$ cat config.mk
export PLATFORM = sky130hd
export DESIGN_NAME = sobel_window_buffer
export DESIGN_NICKNAME = d
export VERILOG_FILES = /design/src/rtl/sobel_pkg.sv /design/src/rtl/sobel_line_buffer.sv /design/src/rtl/sobel_window_buffer.sv
export SDC_FILE = /design/constraint.sdc
export NUM_CORES = 1
export LEC_CHECK = 0
export BUFFER_PORTS_ARGS = -buffer_cell sky130_fd_sc_hd__buf_2
export CAP_MARGIN = 20
export CORE_AREA = 8 8 148 178
export CTS_CLUSTER_DIAMETER = 30
export DETAILED_ROUTE_END_ITERATION = 10
export DIE_AREA = 0 0 156 186
export PLACE_DENSITY = 0.57
export SLEW_MARGIN = 5
export SYNTH_ARGS = -nofsm -noshare
export SYNTH_HDL_FRONTEND = slang
export SYNTH_SLANG_ARGS = --single-unit
$ cat constraint.sdc
create_clock -name clk -period 4.68 [get_ports clk]
set_input_delay 0.468 -clock clk [delete_from_list [all_inputs] [get_ports clk]]
set_output_delay 0.468 -clock clk [all_outputs]
set_load 0.01 [all_outputs]
$ cat src/rtl/sobel_pkg.sv
// Shared constants and helpers for the Sobel pipeline blocks.
package sobel_pkg;

    localparam int unsigned PIX_W_DEF = 8;

    // Window tap indices, row-major: top-left .. bottom-right.
    localparam int unsigned TAP_TL   = 0;
    localparam int unsigned TAP_TC   = 1;
    localparam int unsigned TAP_TR   = 2;
    localparam int unsigned TAP_ML   = 3;
    localparam int unsigned TAP_MC   = 4;
    localparam int unsigned TAP_MR   = 5;
    localparam int unsigned TAP_BL   = 6;
    localparam int unsigned TAP_BC   = 7;
    localparam int unsigned TAP_BR   = 8;
    localparam int unsigned NUM_TAPS = 9;

    // Bits needed to count 0..n-1; never less than 1.
    function automatic int unsigned cnt_width(input int unsigned n);
        return (n <= 2) ? 1 : $clog2(n);
    endfunction

endpackage

$ cat src/rtl/sobel_line_buffer.sv
// One image row of pixels, addressed by column. The read is combinational so the
// value being displaced is available in the same cycle that overwrites it.
module sobel_line_buffer
    import sobel_pkg::*;
#(
    parameter int unsigned PIX_W = PIX_W_DEF,
    parameter int unsigned DEPTH = 6,
    localparam int unsigned AW   = cnt_width(DEPTH)
) (
    input  logic             clk_i,
    input  logic             we_i,
    input  logic [AW-1:0]    addr_i,
    input  logic [PIX_W-1:0] wdata_i,
    output logic [PIX_W-1:0] rdata_o
);

    // Contents are never reset; row gating upstream keeps stale data out of windows.
    logic [PIX_W-1:0] mem_q [DEPTH];

    assign rdata_o = mem_q[addr_i];

    // Write the new pixel over the old one at this column.
    always_ff @(posedge clk_i) begin
        if (we_i) begin
            mem_q[addr_i] <= wdata_i;
        end
    end

endmodule

$ cat src/rtl/sobel_window_buffer.sv
// 3x3 neighbourhood generator: tracks raster position, keeps two previous rows in
// line buffers and emits a window only when all nine taps are inside the frame.
module sobel_window_buffer
    import sobel_pkg::*;
#(
    parameter int unsigned IMG_W = 6,
    parameter int unsigned IMG_H = 6,
    parameter int unsigned PIX_W = PIX_W_DEF
) (
    input  logic             clk,
    input  logic             rst,
    input  logic [PIX_W-1:0] grayscale_i,
    input  logic             done_i,
    output logic [PIX_W-1:0] d0_o,
    output logic [PIX_W-1:0] d1_o,
    output logic [PIX_W-1:0] d2_o,
    output logic [PIX_W-1:0] d3_o,
    output logic [PIX_W-1:0] d4_o,
    output logic [PIX_W-1:0] d5_o,
    output logic [PIX_W-1:0] d6_o,
    output logic [PIX_W-1:0] d7_o,
    output logic [PIX_W-1:0] d8_o,
    output logic             done_o,
    output logic             sof_o,
    output logic             eof_o,
    output logic             frame_done_o
);

    localparam int unsigned COL_W = cnt_width(IMG_W);
    localparam int unsigned ROW_W = cnt_width(IMG_H);
    localparam logic [COL_W-1:0] COL_LAST = COL_W'(IMG_W - 1);
    localparam logic [ROW_W-1:0] ROW_LAST = ROW_W'(IMG_H - 1);
    localparam logic [COL_W-1:0] COL_TWO  = COL_W'(2);
    localparam logic [ROW_W-1:0] ROW_TWO  = ROW_W'(2);

    logic [COL_W-1:0] col_q, col_d;
    logic [ROW_W-1:0] row_q, row_d;
    logic [PIX_W-1:0] win_q [NUM_TAPS];
    logic [PIX_W-1:0] win_d [NUM_TAPS];
    logic             done_q, done_d;
    logic             sof_q, sof_d;
    logic             eof_q, eof_d;
    logic             frame_done_q, frame_done_d;

    logic             accept;
    logic [PIX_W-1:0] r1_pix;
    logic [PIX_W-1:0] r2_pix;

    // Reset wins over a same-edge pixel.
    assign accept = done_i & rst;

    // Row r-1: takes the incoming pixel.
    sobel_line_buffer #(
        .PIX_W (PIX_W),
        .DEPTH (IMG_W)
    ) u_line_r1 (
        .clk_i   (clk),
        .we_i    (accept),
        .addr_i  (col_q),
        .wdata_i (grayscale_i),
        .rdata_o (r1_pix)
    );

    // Row r-2: takes the value displaced from row r-1.
    sobel_line_buffer #(
        .PIX_W (PIX_W),
        .DEPTH (IMG_W)
    ) u_line_r2 (
        .clk_i   (clk),
        .we_i    (accept),
        .addr_i  (col_q),
        .wdata_i (r1_pix),
        .rdata_o (r2_pix)
    );

    // Raster position of the next pixel to be accepted.
    always_comb begin
        col_d = col_q;
        row_d = row_q;
        if (done_i) begin
            if (col_q == COL_LAST) begin
                col_d = '0;
                row_d = (row_q == ROW_LAST) ? '0 : row_q + 1'b1;
            end else begin
                col_d = col_q + 1'b1;
            end
        end
    end

    // Window shift and flags; the accepted pixel lands in the bottom-right tap.
    always_comb begin
        win_d        = win_q;
        done_d       = 1'b0;
        sof_d        = 1'b0;
        eof_d        = 1'b0;
        frame_done_d = 1'b0;
        if (done_i) begin
            win_d[TAP_TL] = win_q[TAP_TC];
            win_d[TAP_TC] = win_q[TAP_TR];
            win_d[TAP_TR] = r2_pix;
            win_d[TAP_ML] = win_q[TAP_MC];
            win_d[TAP_MC] = win_q[TAP_MR];
            win_d[TAP_MR] = r1_pix;
            win_d[TAP_BL] = win_q[TAP_BC];
            win_d[TAP_BC] = win_q[TAP_BR];
            win_d[TAP_BR] = grayscale_i;

            done_d       = (row_q >= ROW_TWO) && (col_q >= COL_TWO);
            sof_d        = (row_q == ROW_TWO) && (col_q == COL_TWO);
            eof_d        = (row_q == ROW_LAST) && (col_q == COL_LAST);
            frame_done_d = eof_d;
        end
    end

    // State registers with synchronous active-low reset.
    always_ff @(posedge clk) begin
        if (!rst) begin
            col_q        <= '0;
            row_q        <= '0;
            done_q       <= 1'b0;
            sof_q        <= 1'b0;
            eof_q        <= 1'b0;
            frame_done_q <= 1'b0;
            for (int i = 0; i < NUM_TAPS; i++) begin
                win_q[i] <= '0;
            end
        end else begin
            col_q        <= col_d;
            row_q        <= row_d;
            done_q       <= done_d;
            sof_q        <= sof_d;
            eof_q        <= eof_d;
            frame_done_q <= frame_done_d;
            win_q        <= win_d;
        end
    end

    assign d0_o         = win_q[TAP_TL];
    assign d1_o         = win_q[TAP_TC];
    assign d2_o         = win_q[TAP_TR];
    assign d3_o         = win_q[TAP_ML];
    assign d4_o         = win_q[TAP_MC];
    assign d5_o         = win_q[TAP_MR];
    assign d6_o         = win_q[TAP_BL];
    assign d7_o         = win_q[TAP_BC];
    assign d8_o         = win_q[TAP_BR];
    assign done_o       = done_q;
    assign sof_o        = sof_q;
    assign eof_o        = eof_q;
    assign frame_done_o = frame_done_q;

endmodule

==> flow_summary.json <==
{
  "timing.reg2reg.worst_path_depth": 2,
  "drive_gt1_share_pct": 24.8,
  "cp_top_family": "flip-flops",
  "synth_top_area_cell": "sky130_fd_sc_hd__edfxtp_1",
  "critical_path.cell_chain": "mux2i_1 -> a221oi_2",
  "crit_type": "reg -> reg",
  "fp.coreArea_mm2": 0.0235,
  "syn_inst": 475,
  "globalRouteOverflowTotal": 0,
  "crit_required_ps": 4800,
  "layout.core_utilization_pct": 34.8,
  "synth_top_family_by_area": "multiplexers",
  "first_pass_iters": 4,
  "adder_cell_fraction_of_synth_area_pct": 0,
  "finalCritPeriodShare_pct": 48.7,
  "yosysWarnings": 0,
  "startpoint_of_the_worst_hold_path": "grayscale_i[1]",
  "netlist_area_mm2": 0.00690,
  "synth_top_area_share_pct": 41.8,
  "final.min_clock_period_ps": 2280,
  "flow.area_growth_from_synthesis_pct": 18.4,
  "synth-edff-count": 96,
  "number_of_remaining_drc_errors": 0,
  "synth.top_cells.by_area": "sky130_fd_sc_hd__edfxtp_1, sky130_fd_sc_hd__dfxtp_1, sky130_fd_sc_hd__mux2i_1",
  "max_slew_headroom_at_the_worst_pin_pct": 31.7,
  "synthMuxAreaShare_pct": 13.2,
  "insertedDiodeCount": 0,
  "tritoncts_num_sinks": 180,
  "worst_path_largest_cell_delay_ps": 1000,
  "worst_ir_drop_vdd_mv": 0.271,
  "detailed_place_hpwl_mm": 10.2,
  "clock_tree_from_tritoncts": "built",
  "effective_utilization_at_floorplan_pct": 29.4,
  "cts.htree.levels": 4,
  "synth_sequential_area_ratio_pct": 66.1,
  "grt_pass1_vias": 3992,
  "cellPowerDensity_mw_per_mm2": 410,
  "chipHeight_um": 186,
  "post_synth_most_frequent_cells": "sky130_fd_sc_hd__edfxtp_1, sky130_fd_sc_hd__mux2i_1, sky130_fd_sc_hd__dfxtp_1, sky130_fd_sc_hd__nor2b_1, sky130_fd_sc_hd__buf_4",
  "buffer_ports.inserted": 86,
  "cts_made_buffers": 17,
  "grt_max_degree": 76,
  "design.final.nets": 570,
  "rr_endpoint": "u_line_r2.mem_q[1][5]",
  "floorplan.rows": 62,
  "finalHoldViolations": 0,
  "postSynthNetCount": 486,
  "setup_violations": 0,
  "drt-vias-per-instance": 4.35,
  "worstPathArrival_ps": 2400,
  "cellLeakagePower_nw": 3.09,
  "max-cap-violations": 0,
  "min_to": "u_line_r1.mem_q[3][1]",
  "synth_simple_gate_area_share_pct": 10.5,
  "outcome": "completed",
  "synthMostInstantiatedCell": "sky130_fd_sc_hd__edfxtp_1",
  "rrSetupSlack_ps": 2400,
  "fmax_mhz": 439,
  "drt_first_iter_violations": 224,
  "path_depth": 2,
  "dieArea_mm2": 0.0290,
  "antenna_found_initial": 0,
  "route.detailed.wl_per_inst_um": 16.6,
  "routed_wl_mm": 14.8,
  "synth-main-ff-cell": "sky130_fd_sc_hd__edfxtp_1",
  "synthesis.area_per_instance_um2": 14.5,
  "synth_compound_gate_area_share_pct": 7.14,
  "clock_skew_ps": 7.85,
  "insertion_delay_ps": 430,
  "cts.repair_timing.setup_buffer_count": 0,
  "top_ports": 87,
  "vias": 3877,
  "grt_use_total_pct": 10.6,
  "tns_ps": 0,
  "synth_xor_xnor_area_share_pct": 0.254,
  "timing.final.max_slew_violations": 0,
  "netlist-cell-type-count": 32,
  "fp.dieW_um": 156,
  "worstHoldPathCells": 1,
  "cts_max_path_buffers": 2,
  "global_route_wire_length_before_repair_mm": 23.1,
  "number_of_hold_buffers_added_after_cts": 0,
  "synth_seq_cells": 180,
  "tightest_slew_ps": 1020,
  "timing.critical_path.to_type": "register",
  "clk_root_buffer_cell": "sky130_fd_sc_hd__clkbuf_16",
  "worst_setup_path_start_kind": "register",
  "grt_setup_unrepaired": "false",
  "critPathBufInv": 0,
  "clk_transition_reported_paths_ps": 70,
  "routabilityCongestion": 0.801,
  "synth_async_sr_flop_share_pct": 0,
  "final_antenna_net_count": 0,
  "resized_cells_post_cts": 0,
  "crit_slowest_cell": "sky130_fd_sc_hd__dfxtp_1",
  "min-delay-path-class": "in -> reg",
  "crit_path_max_fanout": 22
}
## cell families (layout without fill, tap and decap cells)
| logic type | count (synthesis) | in the layout |
|---|---|---|
| AO/OA/AOI/OAI | 59 | 59 |
| XOR/XNOR | 2 | 2 |
| flip-flops | 180 | 180 |
| AND/OR/NAND/NOR | 113 | 113 |
| multiplexers | 91 | 91 |
| buffers and inverters | 30 | 127 |
## per-layer routing
metal  share of wire (%)  global-route usage, %
met1                  43                   11.7
met2                  52                   18.4
met3                 3.8                   2.95
met4                 1.8                   4.82
met5                   0                      0
## registers in the layout (all words and copies together) (netlist names), 3 cells and up, named ones only
register	flops
col_q	3
d0_o	8
d1_o	8
d2_o	8
d3_o	8
d4_o	8
d5_o	8
d6_o	8
d7_o	8
d8_o	8
row_q	3
u_line_r1.mem_q	48
u_line_r2.mem_q	48
## metrics by stage
step | cell area, µm² | instances | power [W] | worst slack [ps] | hold slack (ps)
after global placement | 7590 | 857 | 0.00207 | 1970 | 470
after global routing | 8170 | 892 | 0.00347 | 2290 | 333
final | 8170 | 892 | 0.00335 | 2400 | 333
after floorplan | 6900 | 475 | 0.00198 | 2150 | 453
after CTS | 8160 | 891 | 0.00338 | 1990 | 328
after detailed placement | 7610 | 859 | 0.00208 | 2000 | 470
## cell type report
type,count,area [µm²]
well taps,320,400
fillers,2277,15300
clock buffers,21,472
inverters,2,7.51
multi-input cells,265,2160
flip-flops and latches,180,4560
clock inverters,11,75.1
repair buffers,93,497
## report_power, final
group	internal (W)	leakage, nW	switching [W]
logic	0.000114	1.28	0.000157
clock network	0.000725	0.260	0.000584
registers	0.00172	1.55	0.0000434
total	0.00256	3.09	0.000785
## worst reg2reg max path: stages (launching register included)
cell	delay (ps)
sky130_fd_sc_hd__dfxtp_1	1000
sky130_fd_sc_hd__mux2i_1	240
sky130_fd_sc_hd__a221oi_2	730
## placed cells by master (no fill, tap or decap), drive strengths merged, types with 2 or more instances in the layout
| cell | n |
|---|---|
| buf | 93 |
| clkinvlp | 3 |
| nor2 | 7 |
| a22oi | 8 |
| inv | 5 |
| clkbuf | 21 |
| nand2b | 2 |
| o22ai | 8 |
| edfxtp | 96 |
| a221oi | 6 |
| and2 | 5 |
| xor2 | 2 |
| clkinv | 5 |
| and4b | 2 |
| nor3 | 4 |
| nor2b | 81 |
| a211oi | 6 |
| a22o | 10 |
| a21oi | 12 |
| dfxtp | 84 |
| a21boi | 9 |
| mux2i | 91 |
| nand2 | 7 |
| and2b | 2 |
## worst max path at each step
stage | to | slack, ps
after floorplan | u_line_r1.mem_q[1][0] | 2150
after global placement | u_line_r1.mem_q[1][1] | 1970
after detailed placement | u_line_r1.mem_q[5][5] | 2000
after CTS | u_line_r1.mem_q[5][4] | 1990
after global routing | u_line_r2.mem_q[2][3] | 2290
final | u_line_r2.mem_q[1][5] | 2400
Note: power is estimated with default switching activity, not from simulation.
